$ cat src/rtl/periph_hex_key_slave_pkg.sv
// rtl/periph_hex_key_slave_pkg.sv - address map, field positions and decode helper for the hex/key peripheral
package periph_hex_key_slave_pkg;

    localparam int XLEN = 32;

    localparam logic [XLEN-1:0] ADDRESS_PER  = 32'h8000_0000;
    localparam logic [XLEN-1:0] ADDRESS_CTRL = ADDRESS_PER;
    localparam logic [XLEN-1:0] ADDRESS_HEX  = ADDRESS_PER + 32'h4;
    localparam logic [XLEN-1:0] ADDRESS_KEY  = ADDRESS_PER + 32'h8;

    localparam int KEY_EDGE_LSB    = 16;
    localparam int CTRL_HEX_EN_BIT = 0;

    localparam logic [6:0] SEG_BLANK = 7'h7F;
    localparam logic [6:0] SEG_ZERO  = 7'h40;

    typedef enum logic [1:0] {
        SEL_NONE,
        SEL_CTRL,
        SEL_HEX,
        SEL_KEY
    } reg_sel_e;

    // Full-width compare: aliases inside the window are deliberately unmapped.
    function automatic reg_sel_e decode_addr(input logic [XLEN-1:0] addr);
        if (addr == ADDRESS_CTRL)     return SEL_CTRL;
        else if (addr == ADDRESS_HEX) return SEL_HEX;
        else if (addr == ADDRESS_KEY) return SEL_KEY;
        else                          return SEL_NONE;
    endfunction

endpackage

$ cat src/rtl/periph_hex_key_slave_hex_to_7seg.sv
// rtl/periph_hex_key_slave_hex_to_7seg.sv - combinational nibble to active-low gfedcba segment decoder
module hex_to_7seg (
    input  logic [3:0] nibble,
    output logic [6:0] seg
);

    always_comb begin
        seg = 7'h7F;
        case (nibble)
            4'h0: seg = 7'h40;
            4'h1: seg = 7'h79;
            4'h2: seg = 7'h24;
            4'h3: seg = 7'h30;
            4'h4: seg = 7'h19;
            4'h5: seg = 7'h12;
            4'h6: seg = 7'h02;
            4'h7: seg = 7'h78;
            4'h8: seg = 7'h00;
            4'h9: seg = 7'h10;
            4'hA: seg = 7'h08;
            4'hB: seg = 7'h03;
            4'hC: seg = 7'h46;
            4'hD: seg = 7'h21;
            4'hE: seg = 7'h06;
            4'hF: seg = 7'h0E;
            default: seg = 7'h7F;
        endcase
    end

endmodule

$ cat src/rtl/periph_hex_key_slave.sv
// rtl/periph_hex_key_slave.sv - data-bus responder for CTRL/HEX/KEY registers, 7-seg drive and key debounce
module periph_hex_key_slave
    import periph_hex_key_slave_pkg::*;
#(
    parameter int HEX_DIGITS      = 6,
    parameter int KEY_NUM         = 4,
    parameter int DEBOUNCE_CYCLES = 50000
) (
    input  logic                    clk_i,
    input  logic                    rst_i,
    input  logic                    data_req_i,
    input  logic                    data_we_i,
    input  logic [3:0]              data_be_i,
    input  logic [XLEN-1:0]         data_addr_i,
    input  logic [XLEN-1:0]         data_wdata_i,
    output logic                    data_rvalid_o,
    output logic [XLEN-1:0]         data_rdata_o,
    output logic [7*HEX_DIGITS-1:0] hex_o,
    input  logic [KEY_NUM-1:0]      key_i
);

    localparam int CNT_W = $clog2(DEBOUNCE_CYCLES);

    reg_sel_e          sel;
    logic              wr;
    logic              hex_en_q;
    logic              hex_en_next;
    logic [XLEN-1:0]   hex_q;
    logic [XLEN-1:0]   hex_next;
    logic [XLEN-1:0]   rd_word;
    logic [XLEN-1:0]   key_word;
    logic [KEY_NUM-1:0] key_level;
    logic [KEY_NUM-1:0] key_edge;
    logic [7*HEX_DIGITS-1:0] seg_next;

    assign sel = decode_addr(data_addr_i);
    assign wr  = data_req_i & data_we_i;

    always_comb begin
        hex_en_next = hex_en_q;
        hex_next    = hex_q;
        if (wr && sel == SEL_CTRL && data_be_i[0])
            hex_en_next = data_wdata_i[CTRL_HEX_EN_BIT];
        if (wr && sel == SEL_HEX) begin
            for (int b = 0; b < 4; b++) begin
                if (data_be_i[b])
                    hex_next[8*b +: 8] = data_wdata_i[8*b +: 8];
            end
        end
    end

    always_comb begin
        key_word = '0;
        key_word[KEY_NUM-1:0] = key_level;
        key_word[KEY_EDGE_LSB +: KEY_NUM] = key_edge;
        rd_word = '0;
        case (sel)
            SEL_CTRL: rd_word[CTRL_HEX_EN_BIT] = hex_en_q;
            SEL_HEX:  rd_word = hex_q;
            SEL_KEY:  rd_word = key_word;
            default:  rd_word = '0;
        endcase
    end

    // Segments are decoded from the next-state values so the display moves with the response.
    for (genvar d = 0; d < HEX_DIGITS; d++) begin : g_digit
        logic [6:0] seg;
        hex_to_7seg u_dec (
            .nibble (hex_next[4*d +: 4]),
            .seg    (seg)
        );
        assign seg_next[7*d +: 7] = hex_en_next ? seg : SEG_BLANK;
    end

    always_ff @(posedge clk_i) begin
        if (rst_i) begin
            data_rvalid_o <= 1'b0;
            data_rdata_o  <= '0;
            hex_en_q      <= 1'b1;
            hex_q         <= '0;
            hex_o         <= {HEX_DIGITS{SEG_ZERO}};
        end else begin
            data_rvalid_o <= data_req_i;
            data_rdata_o  <= (data_req_i && !data_we_i) ? rd_word : '0;
            hex_en_q      <= hex_en_next;
            hex_q         <= hex_next;
            hex_o         <= seg_next;
        end
    end

    for (genvar k = 0; k < KEY_NUM; k++) begin : g_key
        localparam int BE_IDX = 2 + k / 8;
        logic             sync1;
        logic             sync2;
        logic             stable;
        logic             edge_flag;
        logic [CNT_W-1:0] cnt;
        logic             pressed;
        logic             accept;
        logic             set_edge;
        logic             clr_edge;

        assign pressed  = ~sync2;
        assign accept   = (pressed != stable) && (cnt == CNT_W'(DEBOUNCE_CYCLES - 1));
        assign set_edge = accept && pressed;
        assign clr_edge = wr && (sel == SEL_KEY) && data_be_i[BE_IDX]
                          && data_wdata_i[KEY_EDGE_LSB + k];

        always_ff @(posedge clk_i) begin
            if (rst_i) begin
                sync1     <= 1'b1;
                sync2     <= 1'b1;
                stable    <= 1'b0;
                edge_flag <= 1'b0;
                cnt       <= '0;
            end else begin
                sync1 <= key_i[k];
                sync2 <= sync1;
                if (pressed == stable) begin
                    cnt <= '0;
                end else if (accept) begin
                    stable <= pressed;
                    cnt    <= '0;
                end else begin
                    cnt <= cnt + 1'b1;
                end
                // A new press outranks a same-cycle clear so no press is ever lost.
                if (set_edge)
                    edge_flag <= 1'b1;
                else if (clr_edge)
                    edge_flag <= 1'b0;
            end
        end

        assign key_level[k] = stable;
        assign key_edge[k]  = edge_flag;
    end

endmodule

$ cat config.mk
export PLATFORM = sky130hd
export DESIGN_NAME = periph_hex_key_slave
export DESIGN_NICKNAME = d
export VERILOG_FILES = /design/src/rtl/periph_hex_key_slave_pkg.sv /design/src/rtl/periph_hex_key_slave_hex_to_7seg.sv /design/src/rtl/periph_hex_key_slave.sv
export SDC_FILE = /design/constraint.sdc
export NUM_CORES = 1
export LEC_CHECK = 0
export CAP_MARGIN = 10
export CORE_MARGIN = 3
export CORE_UTILIZATION = 50
export DETAILED_ROUTE_END_ITERATION = 8
export PLACE_DENSITY = 0.81
export SLEW_MARGIN = 40
export SYNTH_ARGS = -nofsm -noshare
export SYNTH_HDL_FRONTEND = slang
export SYNTH_HIERARCHICAL = 1
export SYNTH_SLANG_ARGS = --single-unit
$ cat constraint.sdc
create_clock -name clk_i -period 3.3 [get_ports clk_i]
set_input_delay 0.66 -clock clk_i [delete_from_list [all_inputs] [get_ports clk_i]]
set_output_delay 0.66 -clock clk_i [all_outputs]
set_load 0.01 [all_outputs]
; ---- Word level (Yosys, flattened, before mapping)
; Memories as Yosys holds them, arrays and structs flattened.
; Cells that the tools add are included.
; Widths: inputs -> output; s select.
[word_totals]
register_bits = 188
romBits = 672
input_bits = 76
output_inout_bits = 75
wordCells = 124
mem_count = 6
[op_classes]
addsub = 4
eq_ne = 18
mux = 24
bitwise = 11
n_reduce_logical = 34
[mem_list]
columns = name, depth, width, rd, rd_clocked_by_memory_dff, wr, line_no
row1 = (no name shown), 16, 7, 1, 0, 0, periph_hex_key_slave_hex_to_7seg.sv:9  ; case (nibble)
row2 = (no name shown), 16, 7, 1, 0, 0, periph_hex_key_slave_hex_to_7seg.sv:9
row3 = (no name shown), 16, 7, 1, 0, 0, periph_hex_key_slave_hex_to_7seg.sv:9
row4 = (no name shown), 16, 7, 1, 0, 0, periph_hex_key_slave_hex_to_7seg.sv:9
row5 = (no name shown), 16, 7, 1, 0, 0, periph_hex_key_slave_hex_to_7seg.sv:9
row6 = (no name shown), 16, 7, 1, 0, 0, periph_hex_key_slave_hex_to_7seg.sv:9
[ops]
columns = operator, count
row1 = $eq 32x32->1 const B, 3
row2 = $add 16x1->16 const B, 4
row3 = $eq 16x16->1 const B, 4
row4 = $pmux 31 s2, 1
row5 = $mux 6, 6
row6 = $mux 24, 1
row7 = $mux 8, 3
row8 = $logic_and 1x1->1, 18
row9 = $reduce_or 3->1, 4
row10 = $not 1->1, 10
row11 = $reduce_and 2->1, 5
row12 = $mux 1, 9
row13 = $reduce_bool 2->1, 4
row14 = $mux 2, 3
row15 = $eq 1x1->1, 4
row16 = $eq 2x2->1 const B, 2
row17 = $ne 1x1->1, 4
row18 = $reduce_or 2->1, 2
row19 = $pmux 1 s3, 1
row20 = $eq 2x1->1 const B, 1
row21 = $and 1x1->1, 1
row22 = $logic_not 1->1, 1

; ---- Longest topological paths before layout
[depth]
depth_word = 10
depth_mapped = 15
depth_no_buf = 12

; ---- By module
; Netlist, hierarchy kept.
[modules_own_cells]
columns = mod, instances, cells_per_inst, area_per_inst_um2, seq_area_each_um2
row1 = periph_hex_key_slave, 1, 956, 8368.0, 3763.6
row2 = hex_to_7seg (g_digit[1].u_dec ...), 5, 32, 275.3, 0.0
row3 = hex_to_7seg (g_digit[0].u_dec), 1, 31, 261.5, 0.0

; ---- Least setup slack after synthesis
; No wires, ideal clock.
[synth_timing]
path_kind = input port to flip-flop
start = input port data_addr_i[8]
end = register hex_o[14]
setup_time_ps = 91
arrival_ps = 3464
required_time_ps = 3209
setup_slack_ps = -255
stages = 13
path_buffers = 1
cell_sequence = nor4_1 -> nand4_1 -> clkbuf_1 -> o41ai_1 -> nand2_1 -> inv_1 -> ha_1 -> and2b_2 -> or3b_1 -> o21ai_0 -> nand2b_1 -> a21oi_1 -> a311oi_1
[synth_via]
elab_chain_cells = 9
word_cells_on_any_way = 15
classes_between = 5 x eq/ne / 6 x mux / 3 x reduce/logical / 1 x memory
[synth_rtl]
columns = item, line_no
row1 = start: declaration, periph_hex_key_slave.sv:14  ; input logic [XLEN-1:0] data_addr_i,
row2 = $eq 32x32->1, periph_hex_key_slave_pkg.sv:28  ; else if (addr == ADDRESS_KEY) return SEL_KEY;
row3 = $mux 2, periph_hex_key_slave_pkg.sv:28
row4 = $mux 2, periph_hex_key_slave_pkg.sv:27  ; else if (addr == ADDRESS_HEX) return SEL_HEX;
row5 = $mux 2 (*), periph_hex_key_slave_pkg.sv:26  ; if (addr == ADDRESS_CTRL) return SEL_CTRL;
row6 = $eq 2x2->1 (*), periph_hex_key_slave.sv:44  ; if (wr && sel == SEL_HEX) begin
row7 = $logic_and 1x1->1 (*), periph_hex_key_slave.sv:44
row8 = $mux 24 (*), periph_hex_key_slave.sv:44
row9 = net hex_next[9], periph_hex_key_slave.sv:29  ; logic [XLEN-1:0] hex_next;
row10 = $mem_v2 16x7 (*), -
row11 = net g_digit[2].seg[0], periph_hex_key_slave.sv:67  ; logic [6:0] seg;
row12 = $mux 6 (*), periph_hex_key_slave.sv:72  ; assign seg_next[7*d +: 7] = hex_en_next ? seg : SEG_BLANK;
row13 = end signal: assignment, periph_hex_key_slave.sv:81  ; hex_o <= {HEX_DIGITS{SEG_ZERO}};
row14 = end signal: assignment, periph_hex_key_slave.sv:87  ; hex_o <= seg_next;
row15 = end: declaration, periph_hex_key_slave.sv:18  ; output logic [7*HEX_DIGITS-1:0] hex_o,
; Mark *: on every way through the listed nets, which the timed path passes. The rest lies on a longest branch.
; A chain may end at the register's enable or synchronous reset.

; ---- Worst setup path in the final report
[layout_timing]
start = input port data_addr_i[8]
end = register hex_o[31]
[layout_via]
elab_chain_cells = 9
word_cells_on_any_way = 15
classes_between = 5 x eq/ne / 6 x mux / 3 x reduce/logical / 1 x memory
[layout_rtl]
columns = item, line_no
row1 = $eq 32x32->1, periph_hex_key_slave_pkg.sv:28
row2 = $mux 2, periph_hex_key_slave_pkg.sv:28
row3 = $mux 2, periph_hex_key_slave_pkg.sv:27
row4 = $mux 2 (*), periph_hex_key_slave_pkg.sv:26
row5 = $eq 2x2->1 (*), periph_hex_key_slave.sv:44
row6 = $logic_and 1x1->1 (*), periph_hex_key_slave.sv:44
row7 = $mux 24 (*), periph_hex_key_slave.sv:44
row8 = net hex_next[17], periph_hex_key_slave.sv:29
row9 = $mem_v2 16x7 (*), -
row10 = net g_digit[4].seg[3], periph_hex_key_slave.sv:67
row11 = $mux 6 (*), periph_hex_key_slave.sv:72
; Marks and branches as above.

==> flow_summary.ini <==
[power_and_ir_drop]
p_total_w = 0.00464
powerDensity_mw_per_mm2 = 326
power_switching_w = 0.00119
vdd_drop_max_v = 0.000340
p_comb_share_pct = 6.0
power_frac_seq_pct = 49.1
clkPwrFrac_pct = 44.9
p_leak_nw = 5.34
internal-power_w = 0.00345
p_sw_share_pct = 25.7

[logic_synthesis]
ys_seq_area_share_pct = 37.6
synthFlopType = dfxtp_1
synth_edf_count = 0
async_reset_ff_share_pct = 0
ys_types = 59
yosysTopAreaCell = dfxtp_1
synth_area_per_cell_sq_um = 8.72
synth.top_cells.by_area = dfxtp_1, ha_1, nor2_1
yosysTopAreaCellShare_pct = 37.6
ys_warn_count = 6
ys_seq_elements = 188
syn-cell-area_sq_mm = 0.0100
synth.net_count = 1269
netlist_instances = 1147

[global_routing]
overflow = 0
grt_pass1_wl_microns = 46800
first_global_vias = 9589
antenna_found_initial = 0
track_usage_pct = 26.0
grt_max_degree = 87

[clock_network]
cts_tree = built
cts_buffers = 17
root_buffer = clkbuf_16
htree_levels = 4
clk_path_buf_depth = 2
clock-sinks = 188
insertion_delay_ns = 0.45
ctsHoldBuffers = 0
clkSlewWorstSetupHoldPaths_ns = 0.08

[setup_path]
cp_common_cell = buf_4
crit_path_cell_trace = dlygate4sd2_1 > nor4_4 > buf_4 > and4_2 > buf_12 > nand4_1 > nand2_2 > inv_4 > buf_4 > ha_1 > inv_1 > mux4_1 > nand2b_1 > o21ai_1 > a311oi_1
path_max_fanout = 18
crit_arrival_ns = 3.63
critPathSlowestCell = mux4_1
cp_slowest_stage_delay_ns = 0.54
worstSetupStartpointType = input port
critical_path_buf_inv_count = 6
cpLargestDelayFamily = simple AND/OR/NAND/NOR gates
crit_path_end_kind = flop
required_ns = 3.60
crit_type = in2reg

[outcome]
status = complete, but fails checks
violations = setup timing

[sta]
worst-slew-pin-transition_ns = 0.801
fin_worst_skew_ns = 0.0129
drv_slew = 0
slew_headroom_pct = 46.6
clock.fmax_mhz = 300
fin_ws_ns = -0.0279
tns_ns = -0.0350
rsz0062_at_grt = yes
fin_crit_sh_pct = 101
finalHoldViolCount = 0
post-route-min-period_ns = 3.33
setup_viol = 2

[routing]
ant_nets = 0
via_per_inst = 5.93
drc = 0
wl_per_cell_microns = 18.8
finalWirelength_microns = 31800
vias = 10000
first_pass_iters = 6
drtIter0Drc = 870

[placement]
io_buffers = 150
hpwl_microns = 19400
gp_congestion = 0.923

[finish]
final_common_cell = dfxtp_1
syn2layout_area_growth_pct = 42.2
layout_common_cells = dfxtp_1, buf_4, clkdlybuf4s50_1, nor2_1, a21oi_1
final_nets = 1535
drive_gt1_share_pct = 23.9
num_antenna_cells = 0

[floorplan]
die_area_sq_mm = 0.0217
pin_count = 151
die_x_microns = 147
die_height_microns = 147
rows = 51
core_sq_mm = 0.0196
start_util_pct = 51.1

[worst_hold_path]
hold_class = reg2reg

[job]
maxCapViolCount = 0
==> path summary, 6_finish.rpt <==
kind                        from             end  slack [ns]  cells past startpoint
setup / recovery  data_addr_i[8]       hex_o[31]       -0.03                     15
hold / removal    g_key[3].sync1  g_key[3].sync2        0.41                      1
setup reg to reg       hex_q[17]       hex_o[31]        1.00                     10
hold reg to reg   g_key[3].sync1  g_key[3].sync2        0.41                      1
==> repair_timing <==
| item | 4_1_cts | 5_1_grt |
|---|---|---|
| setup endpoints to repair | 22 | 42 |
| resized for setup | 70 | 98 |
| setup buffers | 10 | 11 |
| pin swaps | 33 | 38 |
| gates cloned | 3 | 0 |
==> layer usage <==
layer	track usage, %	vias to the layer above	part of all wire [%]
met5	0	-	0
met4	11.0	0	3.3
met3	4.87	81	7.7
met2	44.9	486	50
met1	32.0	4776	39
li1	-	4691	-
==> Yosys cell counts, drive strengths merged, types with 6 or more instances <==
library cell / n
nand3: 22
or3: 10
a311oi: 46
mux2: 7
xnor2: 31
o41ai: 23
nand2b: 41
or2: 9
a41oi: 6
ha: 46
dfxtp: 188
and2: 27
nor2: 111
and3: 6
nand4: 45
a32o: 6
nand2: 63
nor4: 22
xor2: 21
mux2i: 34
a22oi: 7
a22o: 10
buf: 26
a21oi: 77
o21ai: 58
mux4: 6
nor3: 10
nor2b: 41
inv: 39
or4: 8
clkbuf: 53
==> power groups by stage <==
stage	Sequential, W	Clock [W]	Combinational (W)
floorplan	0.00233	0	0.0000934
global placement	0.00233	0	0.000248
detailed placement	0.00233	0	0.000252
CTS	0.00228	0.00209	0.000256
global route	0.00228	0.00219	0.000294
finish	0.00228	0.00208	0.000280
==> cell type report <==
class                      instances  area (sq um)
fill                            1337          5360
inverter                          43           171
clock inverter                    14           161
sequential                       188          3760
tap                              265           332
multi-input combinational        837          6340
clock buffer                      18           439
timing repair buffer             326          3020
==> sequential cells by signal (all words and copies together), names as in the netlist <==
signal / flops
g_key.edge_flag: 4
data_rdata_o: 32
g_key.sync2: 4
g_key.cnt: 64
hex_en_q: 1
data_rvalid_o: 1
hex_q: 32
g_key.stable: 4
hex_o: 42
g_key.sync1: 4
==> logic make-up (layout without fill, tap and decap cells) <==
kind of cell	Yosys count	in the layout	synth area share (%)
AND/OR/NAND/NOR	443	443	24.1
adder cells (fa/ha/maj)	46	46	5.75
flip-flops	188	188	37.6
multiplexers	47	47	5.76
AO/OA/AOI/OAI	249	249	16.8
XOR/XNOR	52	52	4.55
buffers and inverters	122	401	5.44
==> stage by stage <==
stage                     instance area, sq um  setup slack, ns  cells  hold slack, ns  utilization (%)
after floorplan                          10200          -0.0195   1147           0.389                -
after CTS                                13800         0.000614   1680           0.415             70.7
after global routing                     14200           -0.148   1691           0.425             72.6
after global placement                   12800           -0.475   1633           0.393             65.5
final                                    14200          -0.0279   1691           0.415             72.6
after detailed placement                 12900           -0.566   1635           0.396             65.6
No activity file was read; power rests on OpenSTA's default activity.
